==> src/rtl/fetch_stage.sv <==
// Instruction fetch stage: PC sequencing, one-entry skid buffer, and redirect handling.
// Optional performance counters (fetched_cnt, bubble_cnt) are enabled by defining FETCH_PERF_CNT_EN.
module fetch_stage #(
  parameter logic [31:0] RESET_PC = 32'h0000_0000
) (
  input  logic        Clk,
  input  logic        Reset,
  output logic        imem_req,
  output logic [31:0] imem_addr,
  input  logic        imem_ready,
  input  logic [31:0] imem_rdata,
  input  logic        stall,
  input  logic        branch_taken,
  input  logic [31:0] branch_target,
  output logic        if_id_valid,
  output logic [31:0] if_id_pc,
`ifdef FETCH_PERF_CNT_EN
  output logic [31:0] if_id_instr,
  output logic [31:0] fetched_cnt,
  output logic [31:0] bubble_cnt
`else
  output logic [31:0] if_id_instr
`endif
);

  typedef enum logic [1:0] {
    FETCH = 2'd0,
    SKID  = 2'd1,
    DROP  = 2'd2
  } state_t;

  state_t      state_r, state_s;
  logic [31:0] pc_r, pc_s;
  logic [31:0] drop_addr_r, drop_addr_s;
  logic [31:0] skid_pc_r, skid_pc_s;
  logic [31:0] skid_instr_r, skid_instr_s;
  logic        if_id_valid_r, if_id_valid_s;
  logic [31:0] if_id_pc_r, if_id_pc_s;
  logic [31:0] if_id_instr_r, if_id_instr_s;
  logic        deliver_s;
  logic        imem_req_r;
  logic [31:0] imem_addr_r;

  // Next-state and datapath selection for the fetch FSM.
  always_comb begin
    state_s       = state_r;
    pc_s          = pc_r;
    drop_addr_s   = drop_addr_r;
    skid_pc_s     = skid_pc_r;
    skid_instr_s  = skid_instr_r;
    if_id_valid_s = if_id_valid_r;
    if_id_pc_s    = if_id_pc_r;
    if_id_instr_s = if_id_instr_r;
    deliver_s     = 1'b0;

    case (state_r)
      FETCH: begin
        if (branch_taken) begin
          if_id_valid_s = 1'b0;
          pc_s          = branch_target;
          if (imem_ready) begin
            state_s = FETCH;
          end else begin
            // The outstanding request must complete before the new target is issued.
            drop_addr_s = pc_r;
            state_s     = DROP;
          end
        end else if (imem_ready) begin
          pc_s = pc_r + 32'd4;
          if (stall) begin
            skid_pc_s    = pc_r;
            skid_instr_s = imem_rdata;
            state_s      = SKID;
          end else begin
            if_id_valid_s = 1'b1;
            if_id_pc_s    = pc_r;
            if_id_instr_s = imem_rdata;
            deliver_s     = 1'b1;
          end
        end else begin
          if (!stall) begin
            if_id_valid_s = 1'b0;
          end else begin
            if_id_valid_s = if_id_valid_r;
          end
        end
      end
      SKID: begin
        if (branch_taken) begin
          if_id_valid_s = 1'b0;
          pc_s          = branch_target;
          state_s       = FETCH;
        end else if (!stall) begin
          if_id_valid_s = 1'b1;
          if_id_pc_s    = skid_pc_r;
          if_id_instr_s = skid_instr_r;
          deliver_s     = 1'b1;
          state_s       = FETCH;
        end else begin
          state_s = SKID;
        end
      end
      DROP: begin
        if (branch_taken) begin
          if_id_valid_s = 1'b0;
          pc_s          = branch_target;
        end else if (!stall) begin
          if_id_valid_s = 1'b0;
        end else begin
          if_id_valid_s = if_id_valid_r;
        end
        if (imem_ready) begin
          state_s = FETCH;
        end else begin
          state_s = DROP;
        end
      end
      default: begin
        state_s       = FETCH;
        if_id_valid_s = 1'b0;
      end
    endcase
  end

  // FSM, PC, skid buffer and IF/ID pipeline registers.
  always_ff @(posedge Clk or negedge Reset) begin
    if (!Reset) begin
      state_r       <= FETCH;
      pc_r          <= RESET_PC;
      drop_addr_r   <= 32'h0000_0000;
      skid_pc_r     <= 32'h0000_0000;
      skid_instr_r  <= 32'h0000_0000;
      if_id_valid_r <= 1'b0;
      if_id_pc_r    <= 32'h0000_0000;
      if_id_instr_r <= 32'h0000_0000;
    end else begin
      state_r       <= state_s;
      pc_r          <= pc_s;
      drop_addr_r   <= drop_addr_s;
      skid_pc_r     <= skid_pc_s;
      skid_instr_r  <= skid_instr_s;
      if_id_valid_r <= if_id_valid_s;
      if_id_pc_r    <= if_id_pc_s;
      if_id_instr_r <= if_id_instr_s;
    end
  end

  // Memory request outputs registered from the next state so they stay glitch-free.
  always_ff @(posedge Clk or negedge Reset) begin
    if (!Reset) begin
      imem_req_r  <= 1'b1;
      imem_addr_r <= RESET_PC;
    end else begin
      imem_req_r  <= (state_s != SKID);
      imem_addr_r <= (state_s == DROP) ? drop_addr_s : pc_s;
    end
  end

  assign imem_req    = imem_req_r;
  assign imem_addr   = imem_addr_r;
  assign if_id_valid = if_id_valid_r;
  assign if_id_pc    = if_id_pc_r;
  assign if_id_instr = if_id_instr_r;

`ifdef FETCH_PERF_CNT_EN
  logic [31:0] fetched_cnt_r;
  logic [31:0] bubble_cnt_r;

  // Delivered-instruction and empty-IF/ID cycle counters, both free-running modulo 2^32.
  always_ff @(posedge Clk or negedge Reset) begin
    if (!Reset) begin
      fetched_cnt_r <= 32'h0000_0000;
      bubble_cnt_r  <= 32'h0000_0000;
    end else begin
      if (deliver_s) begin
        fetched_cnt_r <= fetched_cnt_r + 32'd1;
      end else begin
        fetched_cnt_r <= fetched_cnt_r;
      end
      if (!if_id_valid_r) begin
        bubble_cnt_r <= bubble_cnt_r + 32'd1;
      end else begin
        bubble_cnt_r <= bubble_cnt_r;
      end
    end
  end

  assign fetched_cnt = fetched_cnt_r;
  assign bubble_cnt  = bubble_cnt_r;
`else
  logic unused_deliver_s;
  assign unused_deliver_s = deliver_s;
`endif

endmodule

==> config.mk <==
export PLATFORM = sky130hd
export DESIGN_NAME = fetch_stage
export DESIGN_NICKNAME = d
export VERILOG_FILES = /design/src/rtl/fetch_stage.sv
export SDC_FILE = /design/constraint.sdc
export NUM_CORES = 1
export LEC_CHECK = 0
export CORE_ASPECT_RATIO = 1.1
export CORE_MARGIN = 2
export CORE_UTILIZATION = 45
export CTS_BUF_LIST = sky130_fd_sc_hd__clkbuf_8 sky130_fd_sc_hd__clkbuf_16
export DETAILED_ROUTE_END_ITERATION = 10
export MAX_ROUTING_LAYER = met4
export PLACE_DENSITY_LB_ADDON = 0.1
export SYNTH_ARGS = -nofsm -noshare
export SYNTH_HDL_FRONTEND = slang
export SYNTH_SLANG_ARGS = --single-unit
==> constraint.sdc <==
create_clock -name Clk -period 3 [get_ports Clk]
set_clock_uncertainty 0.15 [all_clocks]
set_input_delay 0.6 -clock Clk [delete_from_list [all_inputs] [get_ports Clk]]
set_output_delay 0.6 -clock Clk [all_outputs]
set_load 0.01 [all_outputs]
==> flow_results.org, run 1 <==
** Synthesis
- Number of enable flip-flop cells after synthesis :: 0
- Counting distinct cell types in the post-synthesis netlist gives 63.
- The share of the Yosys chip area taken by registers is 0.538.
- By instance count, the leading cell after synthesis is dfrtp_1.
- Summing every instance area after synthesis gives 0.0106 mm².
- Dominant register cell in the synthesized netlist :: dfrtp_1
- Sorting the synthesized cells by how often they occur yields dfrtp_1, mux2_2, nor2_1, mux2i_1, a21oi_1.
- Leading cell types by total area after synthesis :: dfrtp_1, mux2_2, mux2i_1
- Averaged over all synthesized cells, the footprint is 11.2 µm².
- In the synthesized netlist, the number of instances is 946.
- After synthesis, the share of flip-flops with an asynchronous set or reset is 1.00.
- Top cell type's share of synthesized area :: 0.535
- When the netlist entered floorplanning its net count stood at 1020.
- Yosys top cell by area :: dfrtp_1
- Yosys printed 0 warnings.
- After synthesis the netlist holds a flip-flop and latch count of 228.

** Placed design
- Buffers placed on the I/O ports in this run total 166.
- At the end of routability-driven placement, the weighted congestion stood at 0.904.
- Detailed placement ended at an HPWL of 18.9 mm.

** Worst setup path
- Critical path required time :: 3.26 ns
- Data arrival time at the worst-slack endpoint :: 2.97 ns
- In this run the critical register-to-register path is launched from state_r[1].
- Critical register-to-register path endpoint :: imem_addr[20]
- The critical path is of the flip-flop to flip-flop type.
- STA classifies the critical path endpoint as a flip-flop.
- Along the worst path, the maximum fanout reaches 17.
- Worst setup path endpoint :: imem_addr[20]
- For the worst flop-to-flop path, the logic depth is 9.
- Worst R2R Setup Slack :: 0.29 ns
- The critical path starts at state_r[1].
- STA classifies the critical path startpoint as a flip-flop.

** Finish
- In the final layout, the share of cells above drive strength 1 is 0.192.
- Antenna Diode Count :: 0
- In the final design database the tool counted 1178 nets.
- Share of the core filled with cells :: 0.592
- Footprint of the multi-input gates :: 0.00451 mm²
- The sequential cells in the finished layout cover a total of 0.00571 mm².
- The area growth from synthesis to layout is 28.4%.
- Final-layout fill cell count :: 1972

** Drt
- DRC violations left :: 0
- In the final routing, the length of wire on met1 measures 12.4 mm.
- Vias :: 7998
- Top routing layer used :: met4
- Routed vias/inst :: 5.63
- The routed design uses 12.9 mm of met2 wire.
- Wire length per cell after detailed routing :: 19.5 µm
- In the detailed route, the total length drawn on met3 is 1.72 mm.
- For this block, the routed nets add up to 27.6 mm of wire.
- Initial detailed-routing violation count :: 591
- In this run the remaining antenna-violating nets after routing total 0.
- Drt pass-1 iters :: 5

** Clock network
- Clock-pin slew was measured on the worst setup and hold paths at 0.06 ns.
- The clock passes through at most 3 buffers.
- Buffer count from post-CTS setup fixing :: 0
- In this run the clock root is driven by a clkbuf_16.
- CTS tree :: built
- Source-to-sink clock delay at the later pin of the worst-skew pair :: 0.51 ns
- In this run, CTS created clock tree buffers numbering 25.
- CTS built an H-tree with a depth of 1.
- The tree built by TritonCTS fans out to 228 sinks.

** Power and ir drop
- Power spread over the standard cell area amounts to 1060 mW/mm².
- Peak supply drop :: 526 µV
- Static leakage :: 5.77 nW
- Overall power :: 14.5 mW

** Global route
- First-pass GRT wire length :: 43.3 mm
- Global routing finished with a remaining overflow of 0.
- Entering global routing, the biggest net connects 129 pins.
- Via count of the first global-routing pass :: 7871
- Across every metal layer, demand over resource in global routing totals 0.229.
- The initial antenna violation count is 0.

** Die
- Placeable core region :: 0.0230 mm²
- Starting density of the core :: 0.461
- The floorplan step set the die width to 150 µm.
- Die extent in y :: 165 µm
- The floorplan step defined a die boundary enclosing 0.0248 mm².
- The floorplan has 58 rows.
- I/O pins :: 167

** Timing
- Unrepaired setup endpoints after global routing :: no
- Min cycle time layout :: 2.71 ns
- The final max-slew violation count is 0.
- WHS :: 0.328 ns
- In this run the tightest slew margin relative to its limit is 0.549.
- For the pin with the worst max-slew slack, the measured transition is 0.670 ns.
- In the final timing run, aggregate negative setup slack is 0 ns.
- Upper clock frequency limit :: 369 MHz
- In the finished design, the share of the clock period the worst path needs comes to 0.902.
- Setup violations remaining at the end of the flow were counted as 0.
- The number of hold violations in the final report was 0.

** Run status
- Result of the run :: complete, no violations

** Hold path
- In this run the most critical hold path is launched from skid_pc_r[22].
- Min-Delay Path Class :: flip-flop to flip-flop

** Flow run
- Reported max-cap violation count :: 0
[cell usage in the layout, fill, tap and decap left out, types with 7 or more instances in the layout]
cell type        Yosys  routed
a21oi_1             74      74
a22oi_1             13      13
a31oi_1             12      12
buf_12               0      11
buf_4                6      34
clkbuf_16            0      25
clkdlybuf4s50_1      0     164
dfrtp_1            227     227
inv_1               12      19
mux2_2             112     112
mux2i_1             79      79
nand2_1             42      42
nand3_1             22      21
nand4_1             14      14
nor2_1             104     104
nor2b_1              7       7
nor3_1              14      13
nor4_1              13      13
o21a_1               7       7
o21ai_0             28      28
[how the worst min path moves through the flow]
| stage | to | cells after the start |
|---|---|---|
| after floorplan | drop_addr_r[0] | 0 |
| after global placement | skid_pc_r[29] | 2 |
| after detailed placement | skid_pc_r[29] | 2 |
| after CTS | skid_pc_r[22] | 2 |
| after global routing | skid_pc_r[22] | 2 |
| final | skid_pc_r[22] | 2 |
[where the power goes]
| part | internal [mW] | total, mW | switching, mW |
|---|---|---|---|
| Sequential | 4.55 | 5.59 | 1.03 |
| Clock | 1.89 | 3.08 | 1.19 |
| Combinational | 3.05 | 5.82 | 2.77 |
[metal layers]
| metal | vias to the layer above | track usage |
|---|---|---|
| met5 | - | - |
| met4 | 0 | 0.0665 |
| met3 | 54 | 0.0346 |
| met2 | 264 | 0.355 |
| met1 | 3970 | 0.314 |
| li1 | 3710 | - |
[through the flow]
step | worst slack (ns) | instance area [µm²] | std cells
finish | 0.294 | 13600 | 1421
global route | 0.155 | 13600 | 1421
CTS | 0.251 | 13600 | 1421
detailed placement | 0.115 | 12800 | 1376
global placement | 0.168 | 12800 | 1376
floorplan | 0.739 | 10600 | 946
[cell type report]
type | count | share of cell area
Sequential cell | 228 | 0.419
Multi-Input combinational cell | 625 | 0.331
Timing Repair Buffer | 212 | 0.158
Clock buffer | 30 | 0.0510
Tap cell | 300 | 0.0276
Clock inverter | 14 | 0.0106
Inverter | 12 | 0.00331
[registers in the layout, summed over array words and instances, names as in the netlist]
register	count
pc_r	32
state_r	2
if_id_valid	1
imem_addr	32
if_id_pc	32
drop_addr_r	32
if_id_instr	32
imem_req	1
skid_pc_r	32
skid_instr_r	32
[what timing repair did]
item                                   in CTS  in global routing
resized for setup                           0                  1
endpoints found under the hold margin      77                  0
setup endpoints to repair                   0                  1
hold buffers                                1                  0
[worst max-delay path: stages, from the launching register on]
cell	delay [ns]
dfrtp_1	0.41
inv_1	0.13
ha_2	0.35
buf_4	0.21
nand2b_1	0.08
buf_4	0.21
nor2_1	0.22
a21boi_0	0.42
o21ai_0	0.17
a41oi_1	0.27
[logic make-up (layout without fill, tap and decap cells)]
logic type                 after synthesis  in the layout  synth area share
buffers and inverters                   93            268            0.0404
AOI/OAI and AO/OA                      184            184             0.110
muxes                                  192            192             0.195
adders and majority gates                5              5           0.00589
xor gates and xnor gates                 1              1          0.000825
and+or+nand+nor                        243            243             0.111
DFF                                    228            228             0.538
No activity file was read; power rests on OpenSTA's default activity.
==> inputs of run 2 (changes only) <==
--- a/config.mk
+++ b/config.mk
@@ -10,6 +10,7 @@
 export CORE_UTILIZATION = 45
 export CTS_BUF_LIST = sky130_fd_sc_hd__clkbuf_8 sky130_fd_sc_hd__clkbuf_16
 export DETAILED_ROUTE_END_ITERATION = 10
+export GPL_TIMING_DRIVEN = 0
 export MAX_ROUTING_LAYER = met4
 export PLACE_DENSITY_LB_ADDON = 0.1
 export SYNTH_ARGS = -nofsm -noshare
==> flow_results.org, run 2 (same netlist as run 1, synthesis figures left out) <==
** Run status
- Result of the run :: complete, no violations

** Finish
- Ratio of cells with drive above 1 in the final layout :: 0.185
- Final nets :: 1215
- The library cells used most frequently in the layout, excluding fill and tap cells, are dfrtp_1, clkdlybuf4s50_1, mux2_2.
- The repair_antennas step left the layout with diodes totalling 0.
- From synthesis to final layout, the design area changed by 26.9%.
- Finished layout cell area :: 0.0135 mm²
- Excluding fillers, the count of instances in the completed layout stands at 1454.
- The library cell used most frequently in the layout, excluding fill and tap cells, is dfrtp_1.

** Worst setup path
- Delay of the slowest critical-path stage :: 0.62 ns
- STA puts the critical path data required time at 3.23 ns.
- For this design, the slowest cell found on the critical path is clkdlybuf4s50_1.
- Worst setup SP type :: primary input
- Data on the critical path arrives at its endpoint at 3.03 ns.
- Cell repeated most along the worst path :: buf_2
- Worst setup path class :: primary input to flip-flop
- Top cell family by delay on the critical path :: buffers and inverters
- The worst setup path is captured at a flip-flop.
- In this run the worst path has a maximum fanout of 10.
- Counting both buffers and inverters, the worst setup path holds a total of 4.
- The setup check on the worst reg-to-reg path leaves a slack of 0.24 ns.
- The signal on the critical path passes through clkdlybuf4s50_1 > buf_2 > nand3b_1 > buf_2 > buf_2 > mux2_2 > mux2_2.

** Global route
- Via count of the first global-routing pass :: 8047
- Entering global routing, the biggest net connects 102 pins.
- For this run the aggregate overflow at the end of global routing stands at 0.
- The initial antenna violation count was 0.
- First-pass GRT wire length :: 44.7 mm
- Across every metal layer, demand over resource in global routing totals 0.239.

** Timing
- Based on the critical path, the design can be clocked at up to 357 MHz.
- The final max-slew violation count came to 0.
- Min cycle time layout :: 2.80 ns
- Of the available clock period, the critical path in the final layout requires 0.934.
- Unrepaired setup endpoints after global routing :: no
- Transition time at the pin with the least slew margin :: 0.798 ns
- Final hold violations :: 0
- After layout, the worst setup slack is 0.199 ns.
- Setup violations remaining at the end of the flow were counted as 0.
- Headroom to the max-slew limit came out at 0.468.
- WHS :: 0.296 ns

** Power and ir drop
- Static leakage :: 5.72 nW
- Peak supply drop :: 592 µV
- Internal power comes to 9.18 mW.
- Of the total power, combinational logic draws 0.432.
- Flop pwr share :: 0.371
- Fraction of power spent switching nets :: 0.353
- Clock Power Share :: 0.197
- Total net switching power :: 5.01 mW
- Overall power :: 14.2 mW
- Power spread over the standard cell area amounts to 1050 mW/mm².

** Clock network
- The number of clock buffers added by TritonCTS is 25.
- H-tree depth :: 1
- After clock tree synthesis, the clock-pin slew on the worst setup and hold paths is 0.06 ns.
- Counting every sink on the clock net gives 228.
- Clock root buffer :: clkbuf_16
- At the later pin of the worst-skew pair, clock insertion delay measures 0.51 ns.
- CTS tree :: built
- Counting along the longest clock path gives a buffer depth of 3.

** Drt
- Top routing layer used :: met4
- The count of nets left with antenna violations once routing finished came out at 0.
- In the final routing, the length of wire on met1 measures 12.3 mm.
- The routed design has 28.6 mm of wire.
- In the detailed route, the total length drawn on met2 is 13.6 mm.
- Vias :: 8116
- Wire length per cell after detailed routing :: 19.7 µm
- The detailed router finished its first iteration with 555 violations.
- Drt pass-1 iters :: 6
- In the routed layout, each cell is associated on average with a via count of 5.58.
- DRC violations left :: 0
- Routed wire length on met3 :: 1.96 mm

** Flow run
- Reported max-cap violation count :: 0

** Die
- Starting density of the core :: 0.461
- Die extent in y :: 165 µm
- The die is 150 µm wide.
- The floorplan step defined a die boundary enclosing 0.0248 mm².
- Row count :: 58
- Pin placement for this block handled 167 I/O pins.
- Placeable core region :: 0.0230 mm²

** Hold path
- In this run the worst hold path is classified as primary input to flip-flop.

** Placed design
- Final weighted congestion in routability-driven placement :: 0.927
- Post-DP Area :: 0.0127 mm²
- Placed cell count :: 1413
- Port bufs :: 165
- Pre-CTS worst setup slack :: -0.355 ns
- Detailed placement ended at an HPWL of 20.6 mm.
==> run 2: layout make-up <==
type | instances | area, µm²
Clock buffer | 31 | 708
Fill cell | 1984 | 9530
Clock inverter | 9 | 37.5
Buffer | 81 | 389
Timing Repair Buffer | 168 | 1720
Multi-Input combinational cell | 625 | 4490
Tap cell | 300 | 375
Inverter | 12 | 45.0
Sequential cell | 228 | 5710
==> run 2: layer usage <==
| layer | track usage | vias to the layer above |
|---|---|---|
| li1 | - | 3776 |
| met1 | 0.314 | 3996 |
| met2 | 0.387 | 290 |
| met3 | 0.0376 | 54 |
| met4 | 0.0656 | 0 |
| met5 | - | - |
==> run 2: repair_timing <==
| action | in CTS | in global routing |
|---|---|---|
| endpoints found under the setup margin | 5 | 26 |
| hold endpoints to repair | 38 | 0 |
| hold buffers | 1 | 0 |
| gates resized for setup | 1 | 8 |
| cloned | 0 | 0 |
| pin swaps | 0 | 0 |
| setup buffers | 0 | 0 |
==> run 2: power groups by stage <==
stage / clock network (mW) / registers (mW) / logic, mW
2_1_floorplan: 0 / 5.47 / 3.27
3_3_place_gp: 0 / 5.29 / 6.02
3_5_place_dp: 0 / 5.32 / 6.11
4_1_cts: 2.87 / 5.27 / 6.15
5_1_grt: 2.99 / 5.43 / 6.68
6_report: 2.79 / 5.26 / 6.13
==> run 2: path summary, 6_finish.rpt <==
path / to / start / cells after the start
worst min-delay path: if_id_valid / stall / 2
worst max register to register: imem_addr[22] / state_r[1] / 8
worst min register to register: skid_pc_r[8] / skid_pc_r[8] / 2
min in group asynchronous: skid_instr_r[6] / Reset / 2
worst max-delay path: imem_addr[23] / imem_ready / 7
max in group asynchronous: imem_addr[17] / Reset / 3
==> run 2: stage by stage <==
stage | setup TNS [ns] | utilization
floorplan | 0 | -
global route | 0 | 0.586
detailed placement | -28.20 | 0.552
finish | 0 | 0.586
global placement | -2002.15 | 0.549
CTS | 0 | 0.585
